==> src/rtl/arbiter_pkg.sv <==
// Shared types and constants for the two-requester bus arbiter.
package arbiter_pkg;

   typedef enum logic [1:0] {
      IDLE = 2'd0,
      OWN0 = 2'd1,
      OWN1 = 2'd2
   } state_t;

   // Port 1 is treated as the previous owner after reset, so port 0 wins the first tie.
   localparam logic LAST_OWNER_RST = 1'b1;

endpackage

==> src/rtl/mux.sv <==
// 2:1 WIDTH-bit selector feeding the shared datapath.
module mux #(
   parameter int unsigned WIDTH = 8
) (
   input  logic             sel,
   input  logic [WIDTH-1:0] in0,
   input  logic [WIDTH-1:0] in1,
   output logic [WIDTH-1:0] out
);

   // Pure combinational select; no latency relative to sel.
   assign out = sel ? in1 : in0;

endmodule

==> src/rtl/shared_bus_arbiter.sv <==
// Round-robin arbiter for two level-held requesters with a bounded hold time.
module shared_bus_arbiter
   import arbiter_pkg::*;
#(
   parameter int unsigned WIDTH    = 8,
   parameter int unsigned MAX_HOLD = 8
) (
   input  logic             clk,
   input  logic             rst_n,
   input  logic             req0,
   input  logic             req1,
   input  logic [WIDTH-1:0] data0,
   input  logic [WIDTH-1:0] data1,
   output logic             gnt0,
   output logic             gnt1,
   output logic             sel,
   output logic [WIDTH-1:0] out_data,
   output logic             out_valid,
   output logic             preempt
);

   localparam int unsigned CNT_W = $clog2(MAX_HOLD);
   localparam logic [CNT_W-1:0] HOLD_LAST = CNT_W'(MAX_HOLD - 1);

   state_t           state_q, state_d;
   logic [CNT_W-1:0] hold_cnt_q;
   logic             last_owner_q;
   logic             preempt_q, preempt_d;

   // Next-state selection: round-robin from IDLE, handoff on release, forced switch at the limit.
   always_comb begin
      state_d   = state_q;
      preempt_d = 1'b0;
      unique case (state_q)
         IDLE: begin
            if (req0 && req1) begin
               state_d = last_owner_q ? OWN0 : OWN1;
            end else if (req0) begin
               state_d = OWN0;
            end else if (req1) begin
               state_d = OWN1;
            end
         end
         OWN0: begin
            // A release in the limit cycle takes priority over the forced switch.
            if (!req0) begin
               state_d = req1 ? OWN1 : IDLE;
            end else if (req1 && (hold_cnt_q == HOLD_LAST)) begin
               state_d   = OWN1;
               preempt_d = 1'b1;
            end
         end
         OWN1: begin
            if (!req1) begin
               state_d = req0 ? OWN0 : IDLE;
            end else if (req0 && (hold_cnt_q == HOLD_LAST)) begin
               state_d   = OWN0;
               preempt_d = 1'b1;
            end
         end
         default: state_d = IDLE;
      endcase
   end

   // State, hold counter, round-robin pointer and preempt pulse.
   always_ff @(posedge clk or negedge rst_n) begin
      if (!rst_n) begin
         state_q      <= IDLE;
         hold_cnt_q   <= '0;
         last_owner_q <= LAST_OWNER_RST;
         preempt_q    <= 1'b0;
      end else begin
         state_q   <= state_d;
         preempt_q <= preempt_d;
         if ((state_d != state_q) || (state_q == IDLE)) begin
            hold_cnt_q <= '0;
         end else if (hold_cnt_q != HOLD_LAST) begin
            // Saturates so an uncontested owner keeps the bus indefinitely.
            hold_cnt_q <= hold_cnt_q + 1'b1;
         end
         if ((state_d == OWN0) && (state_q != OWN0)) begin
            last_owner_q <= 1'b0;
         end else if ((state_d == OWN1) && (state_q != OWN1)) begin
            last_owner_q <= 1'b1;
         end
      end
   end

   // Outputs decoded from registered state only.
   always_comb begin
      gnt0      = (state_q == OWN0);
      gnt1      = (state_q == OWN1);
      sel       = (state_q == OWN1);
      out_valid = gnt0 | gnt1;
      preempt   = preempt_q;
   end

   mux #(
      .WIDTH(WIDTH)
   ) u_mux (
      .sel(sel),
      .in0(data0),
      .in1(data1),
      .out(out_data)
   );

endmodule

==> config.mk <==
export PLATFORM = sky130hd
export DESIGN_NAME = shared_bus_arbiter
export DESIGN_NICKNAME = d
export VERILOG_FILES = /design/src/rtl/arbiter_pkg.sv /design/src/rtl/mux.sv /design/src/rtl/shared_bus_arbiter.sv
export SDC_FILE = /design/constraint.sdc
export NUM_CORES = 1
export LEC_CHECK = 0
export CELL_PAD_IN_SITES_DETAIL_PLACEMENT = 1
export CELL_PAD_IN_SITES_GLOBAL_PLACEMENT = 2
export CORE_MARGIN = 1.5
export CORE_UTILIZATION = 24
export CTS_BUF_LIST = sky130_fd_sc_hd__clkbuf_4 sky130_fd_sc_hd__clkbuf_8
export DETAILED_ROUTE_END_ITERATION = 12
export GPL_TIMING_DRIVEN = 0
export PLACE_DENSITY = 0.84
export SLEW_MARGIN = 10
export SYNTH_ARGS = -nofsm -noshare
export SYNTH_HDL_FRONTEND = slang
export SYNTH_HIERARCHICAL = 1
export SYNTH_SLANG_ARGS = --single-unit
==> constraint.sdc <==
create_clock -name clk -period 2.05 [get_ports clk]
set_input_delay 0.5125 -clock clk [delete_from_list [all_inputs] [get_ports clk]]
set_output_delay 0.5125 -clock clk [all_outputs]
set_load 0.01 [all_outputs]
==> impl_metrics.csv, run 1 <==
group,metric,value,unit
status,status,"complete, no violations",
critical_path,startpoint_type,"flip-flop",
sta,timing.slew.headroom,77.7,%
floorplanning,fp.coreArea,2780,sq um
logic_synthesis,yosys_warnings,6,
power_and_ir_drop,powerDensity,1150,nW/um^2
clock_tree,numCtsBuffers,3,
critical_path,cp-end-kind,"output port",
drt,drc,0,
logic_synthesis,ys_seq_elements,7,
global_routing,grt_pass1_vias,767,
logic_synthesis,syn_area,707,sq um
drt,drt_wl_total,1.95,mm
clock_tree,cts.sinks,7,
global_routing,grt_max_degree,10,
critical_path,critPathRequiredTime,1.54,ns
critical_path,cp.arrival,1.52,ns
floorplanning,die-area,3280,sq um
logic_synthesis,synth_area_leader_cell,"dfrtp_1",
drt,vias,703,
place,dpl_cell_area,1070,sq um
drt,wl_per_cell,13.5,um
sta,finalSetupViolCount,0,
floorplanning,io_pins,33,
place,gp_congestion,0.759,
clock_tree,clock_latency,0.24,ns
sta,finalSetupTns,0,ns
logic_synthesis,synthArstFlopShare,100,%
clock_tree,cts_root_buffer,"clkbuf_4",
clock_tree,cts_hold_buf,0,
global_routing,groute.usage.overall,13.3,%
global_routing,antenna_found_initial,0,
drt,drtAntennaViolNets,0,
clock_tree,cts_buffer_depth,2,
clock_tree,cts-htree-levels,1,
floorplanning,dieWidth,57.3,um
global_routing,grt_overflow,0,
logic_synthesis,synth_enable_flop_cells,0,
place,portBuffers,32,
final_layout,design_area,1200,sq um
drt,dr.pass1.iters,2,
clock_tree,cts_tree,"done",
hold_path,hold_class,"reg -> reg",
logic_synthesis,synth_area_leaders,"dfrtp_1, mux2_4, ha_1",
critical_path,crit_start,"state_q[0]",
final_layout,syn_to_final_growth,69.4,%
power_and_ir_drop,leakagePower,0.552,nW
floorplanning,rows,19,
sta,finClkSkew,0.00247,ns
logic_synthesis,synth_cell_types,27,
drt,viasPerCell,4.85,
job,cap_violations,0,
clock_tree,cts.clk_slew.worst_paths,0.05,ns
logic_synthesis,synthCells,71,
critical_path,r2r-start,"hold_cnt_q[0]",
critical_path,setup.worst_path.class,"reg -> out",
logic_synthesis,ys_seq_area_share,25.0,%
final_layout,drive_gt1_share,39.5,%
sta,grt_setup_unrepaired,"true",
sta,hold_violations,0,
logic_synthesis,avgSynthCellArea,9.96,sq um
logic_synthesis,synth_nets,97,
sta,fin_crit_sh,99.4,%
final_layout,num-fill-cells,324,
global_routing,grt_pass1_wl,3.42,mm
floorplanning,die_h,57.3,um
sta,tightest_slew,0.334,ns
critical_path,crit_fanout,8,
final_layout,final_nets,141,
floorplanning,initial_utilization,25.4,%
drt,first_iter_violations,5,
logic_synthesis,yosysMostFrequentCell,"nand2_1",
sta,finalCriticalPeriod,2.04,ns
logic_synthesis,synthTopCellsByCount,"nand2_1, mux2_4, nor2_1",
power_and_ir_drop,peakVddDrop,0.655,mV
logic_synthesis,netlist.area_leader.share,21.2,%
logic_synthesis,synth_ff_type,"dfrtp_1",
final_layout,num_antenna_cells,0,
critical_path,r2r_slack,0.11,ns
hold_path,worstHoldStart,"last_owner_q",
sta,drv_slew,0,
sta,max_freq,0.491,GHz
place,hpwlAfterDp,1.60,mm
## cells by family (layout without fill, tap and decap cells)
kind of cell | Yosys count | after routing | share of synthesized area (%)
and+or+nand+nor | 25 | 25 | 17.3
DFF | 7 | 7 | 25.0
muxes | 10 | 10 | 19.8
xor gates and xnor gates | 1 | 1 | 1.24
buffers and inverters | 8 | 51 | 6.90
adders and majority gates | 6 | 6 | 10.6
AOI/OAI and AO/OA | 14 | 14 | 19.1
## where the power goes
group	internal (mW)	total, mW	switching (mW)
logic	0.533	1.01	0.478
registers	0.193	0.232	0.0389
clock network	0.0870	0.131	0.0440
## final timing paths
path,cells after the start,endpoint
setup / recovery,6,out_data[5]
hold / removal,2,last_owner_q
setup reg to reg,7,hold_cnt_q[0]
hold reg to reg,2,last_owner_q
max in group asynchronous,1,last_owner_q
min in group asynchronous,1,preempt
## registers in the layout, summed over array words and instances, names as in the netlist
register	flops
preempt	1
state_q	2
hold_cnt_q	3
last_owner_q	1
## cell type report
class | count | area [sq um] | area share (%)
Sequential cell | 7 | 178 | 14.8
Buffer | 4 | 41.3 | 3.45
Clock buffer | 4 | 30.0 | 2.51
Timing Repair Buffer | 39 | 379 | 31.7
Tap cell | 31 | 38.8 | 3.24
Inverter | 4 | 17.5 | 1.46
Multi-Input combinational cell | 56 | 513 | 42.8
## timing repair
item                                    4_1_cts  5_1_grt
resized for setup                            46       10
endpoints found under the setup margin       17       13
endpoints found under the hold margin         0        0
buffers inserted                              6        1
pin swaps                                     1        0
## per-layer routing
layer,track usage [%],part of all wire [%],up-vias
met5,0,0,-
met4,6.31,0,0
met3,3.40,7.7,0
met2,24.1,52,30
met1,14.3,40,332
li1,-,-,341
## per-stage QoR
stage | std cells | power (mW) | util, % | hold WS, ns | setup WS (ns)
floorplan | 71 | 0.793 | - | 0.217 | 0.0336
global placement | 134 | 1.08 | 38.3 | 0.480 | -0.533
detailed placement | 134 | 1.11 | 38.3 | 0.491 | -0.519
CTS | 144 | 1.31 | 40.7 | 0.499 | 0.00778
global route | 145 | 1.48 | 43.0 | 0.526 | -0.0467
finish | 145 | 1.37 | 43.0 | 0.496 | 0.0129
## cell usage in the layout, fill, tap and decap left out, types with 2 or more instances in the layout
cell type and n:
clkdlybuf4s50_1 20, dfrtp_1 5, inv_1 2, a21oi_2 2
nand2_1 9, buf_6 9, ha_4 2, buf_4 9
mux2_4 8, a22oi_1 2, mux2i_1 2, o21ai_0 2
dlygate4sd2_1 3, clkbuf_4 4, ha_1 4, nor3_1 4
nor2_1 8
## worst max-delay path, stage by stage, from the launching register on
cell     delay [ns]
dfrtp_1        0.39
buf_6          0.13
inv_4          0.06
ha_4           0.14
buf_8          0.14
mux2_4         0.31
buf_6          0.12
(Power assumes the default switching activity.)
==> inputs of run 2 (changes only) <==
--- a/config.mk
+++ b/config.mk
@@ -8,11 +8,10 @@
 export CELL_PAD_IN_SITES_DETAIL_PLACEMENT = 1
 export CELL_PAD_IN_SITES_GLOBAL_PLACEMENT = 2
 export CORE_MARGIN = 1.5
-export CORE_UTILIZATION = 24
-export CTS_BUF_LIST = sky130_fd_sc_hd__clkbuf_4 sky130_fd_sc_hd__clkbuf_8
+export CORE_UTILIZATION = 23
 export DETAILED_ROUTE_END_ITERATION = 12
 export GPL_TIMING_DRIVEN = 0
-export PLACE_DENSITY = 0.84
+export PLACE_DENSITY = 0.81
 export SLEW_MARGIN = 10
 export SYNTH_ARGS = -nofsm -noshare
 export SYNTH_HDL_FRONTEND = slang
==> impl_metrics.csv, run 2 (synthesis gave the netlist of run 1 again) <==
group,metric,value,unit
status,status,"finished, violations left",
status,violations,"setup timing",
sta,hold_violations,0,
floorplanning,dieWidth,58.4,um
drt,drc,0,
power_and_ir_drop,leakagePower,0.549,nW
clock_tree,numCtsBuffers,3,
clock_tree,cts-htree-levels,1,
place,dpl_cell_area,1070,sq um
place,hpwlAfterDp,1.60,mm
final_layout,final_cells,146,
clock_tree,cts_tree,"done",
global_routing,grt_pass1_wl,3.38,mm
job,cap_violations,0,
sta,tightest_slew,0.323,ns
final_layout,num-fill-cells,326,
critical_path,setup.worst_path.class,"reg -> out",
final_layout,top_register,"hold_cnt_q",
clock_tree,cts_buffer_depth,2,
floorplanning,rows,19,
floorplanning,die-area,3420,sq um
final_layout,top_regs,"hold_cnt_q (3), state_q (2)",
sta,grt_setup_unrepaired,"true",
critical_path,crit_fanout,8,
sta,finalSetupViolCount,3,
floorplanning,initial_utilization,25.0,%
floorplanning,fp.coreArea,2830,sq um
final_layout,mostFrequentLayoutCells,"clkdlybuf4s50_1, nand2_1, nor2_1, buf_6, mux2_4",
global_routing,grt_pass1_vias,753,
critical_path,cp-end-kind,"output port",
final_layout,drive_gt1_share,40.0,%
clock_tree,cts_root_buffer,"clkbuf_4",
sta,fin_crit_sh,101,%
global_routing,grt_max_degree,10,
drt,wl_per_cell,14.8,um
place,portBuffers,32,
drt,vias,698,
final_layout,design_area,1190,sq um
drt,first_iter_violations,9,
global_routing,groute.usage.overall,13.1,%
sta,whs,0.506,ns
drt,dr.pass1.iters,4,
drt,viasPerCell,4.78,
critical_path,cp.arrival,1.55,ns
final_layout,largest_reg_flops,3,
final_layout,num_antenna_cells,0,
hold_path,hold_class,"reg -> reg",
clock_tree,cts_hold_buf,0,
drt,drt_wl_total,2.16,mm
power_and_ir_drop,total_power,1.37,mW
power_and_ir_drop,peakVddDrop,0.765,mV
sta,max_freq,0.485,GHz
floorplanning,die_h,58.4,um
clock_tree,cts.sinks,7,
clock_tree,cts.clk_slew.worst_paths,0.05,ns
critical_path,startpoint_type,"flip-flop",
place,dp_cells,134,
place,gp_congestion,0.742,
clock_tree,clock_latency,0.24,ns
floorplanning,io_pins,33,
global_routing,antenna_found_initial,0,
final_layout,utilization,42.0,%
sta,fin_ws,-0.0111,ns
critical_path,r2r_slack,0.13,ns
drt,drtAntennaViolNets,0,
power_and_ir_drop,powerDensity,1150,nW/um^2
global_routing,grt_overflow,0,
sta,finalCriticalPeriod,2.06,ns
final_layout,final_common_cell,"clkdlybuf4s50_1",
final_layout,syn_to_final_growth,68.0,%
sta,drv_slew,0,
critical_path,critPathRequiredTime,1.54,ns
sta,finClkSkew,0.00148,ns
final_layout,final_nets,142,
sta,timing.slew.headroom,78.2,%
run 2: changes by cell type in the layout (fill, tap and decap cells not counted), sizes merged:
cell / before / now
buf: 19 / 20
dlygate4sd2: 3 / 4
clkdlybuf4s15: 1 / 0
run 2: through the flow:
stage	setup TNS (ns)	worst slack (ns)
2_1_floorplan	0	0.0336
3_3_place_gp	-4.74	-0.508
3_5_place_dp	-5.13	-0.543
4_1_cts	-0.277	-0.0745
5_1_grt	-0.263	-0.0721
6_report	-0.0199	-0.0111
run 2: final timing paths:
| check | start | end | depth (start not counted) |
|---|---|---|---|
| worst max register to register | hold_cnt_q[0] | hold_cnt_q[2] | 7 |
| max in group asynchronous | rst_n | last_owner_q | 1 |
| worst min register to register | last_owner_q | last_owner_q | 2 |
| min in group asynchronous | rst_n | hold_cnt_q[2] | 1 |
| worst min-delay path | last_owner_q | last_owner_q | 2 |
| worst max-delay path | state_q[0] | out_data[5] | 6 |
run 2: worst max-delay path, stage by stage (launching register included):
cell and delay [ns]:
dfrtp_2 0.43, inv_4 0.07, ha_4 0.15, buf_8 0.14, buf_6 0.10, mux2_4 0.29
buf_6 0.12
run 2: cell type report:
type                    instances  area, sq um  share of cell area (%)
multi-input cells              56          513                    43.2
repair buffers                 41          383                    32.2
flip-flops and latches          7          179                    15.1
well taps                      31         38.8                    3.27
plain buffers                   3         30.0                    2.53
clock buffers                   4         26.3                    2.21
inverters                       4         17.5                    1.48
run 2: layer usage:
metal | wire [um] | track usage, % | part of all wire (%) | vias to the layer above
li1 | - | - | - | 340
met1 | 886 | 13.5 | 41 | 324
met2 | 1040 | 25.0 | 48 | 30
met3 | 203 | 2.64 | 9.4 | 4
met4 | 30 | 5.98 | 1.4 | 0
met5 | 0 | 0 | 0 | -
run 2: report_power, final:
| group | internal (mW) | switching, mW | total (mW) |
|---|---|---|---|
| Clock | 0.0738 | 0.0439 | 0.118 |
| Combinational | 0.532 | 0.481 | 1.01 |
| Sequential | 0.195 | 0.0453 | 0.240 |
| Total | 0.800 | 0.570 | 1.37 |
run 2: timing repair:
| item | CTS | global route |
|---|---|---|
| setup endpoints to repair | 17 | 10 |
| resized for setup | 51 | 5 |
| pin swaps | 0 | 0 |
| endpoints found under the hold margin | 0 | 0 |
| buffers inserted | 8 | 1 |
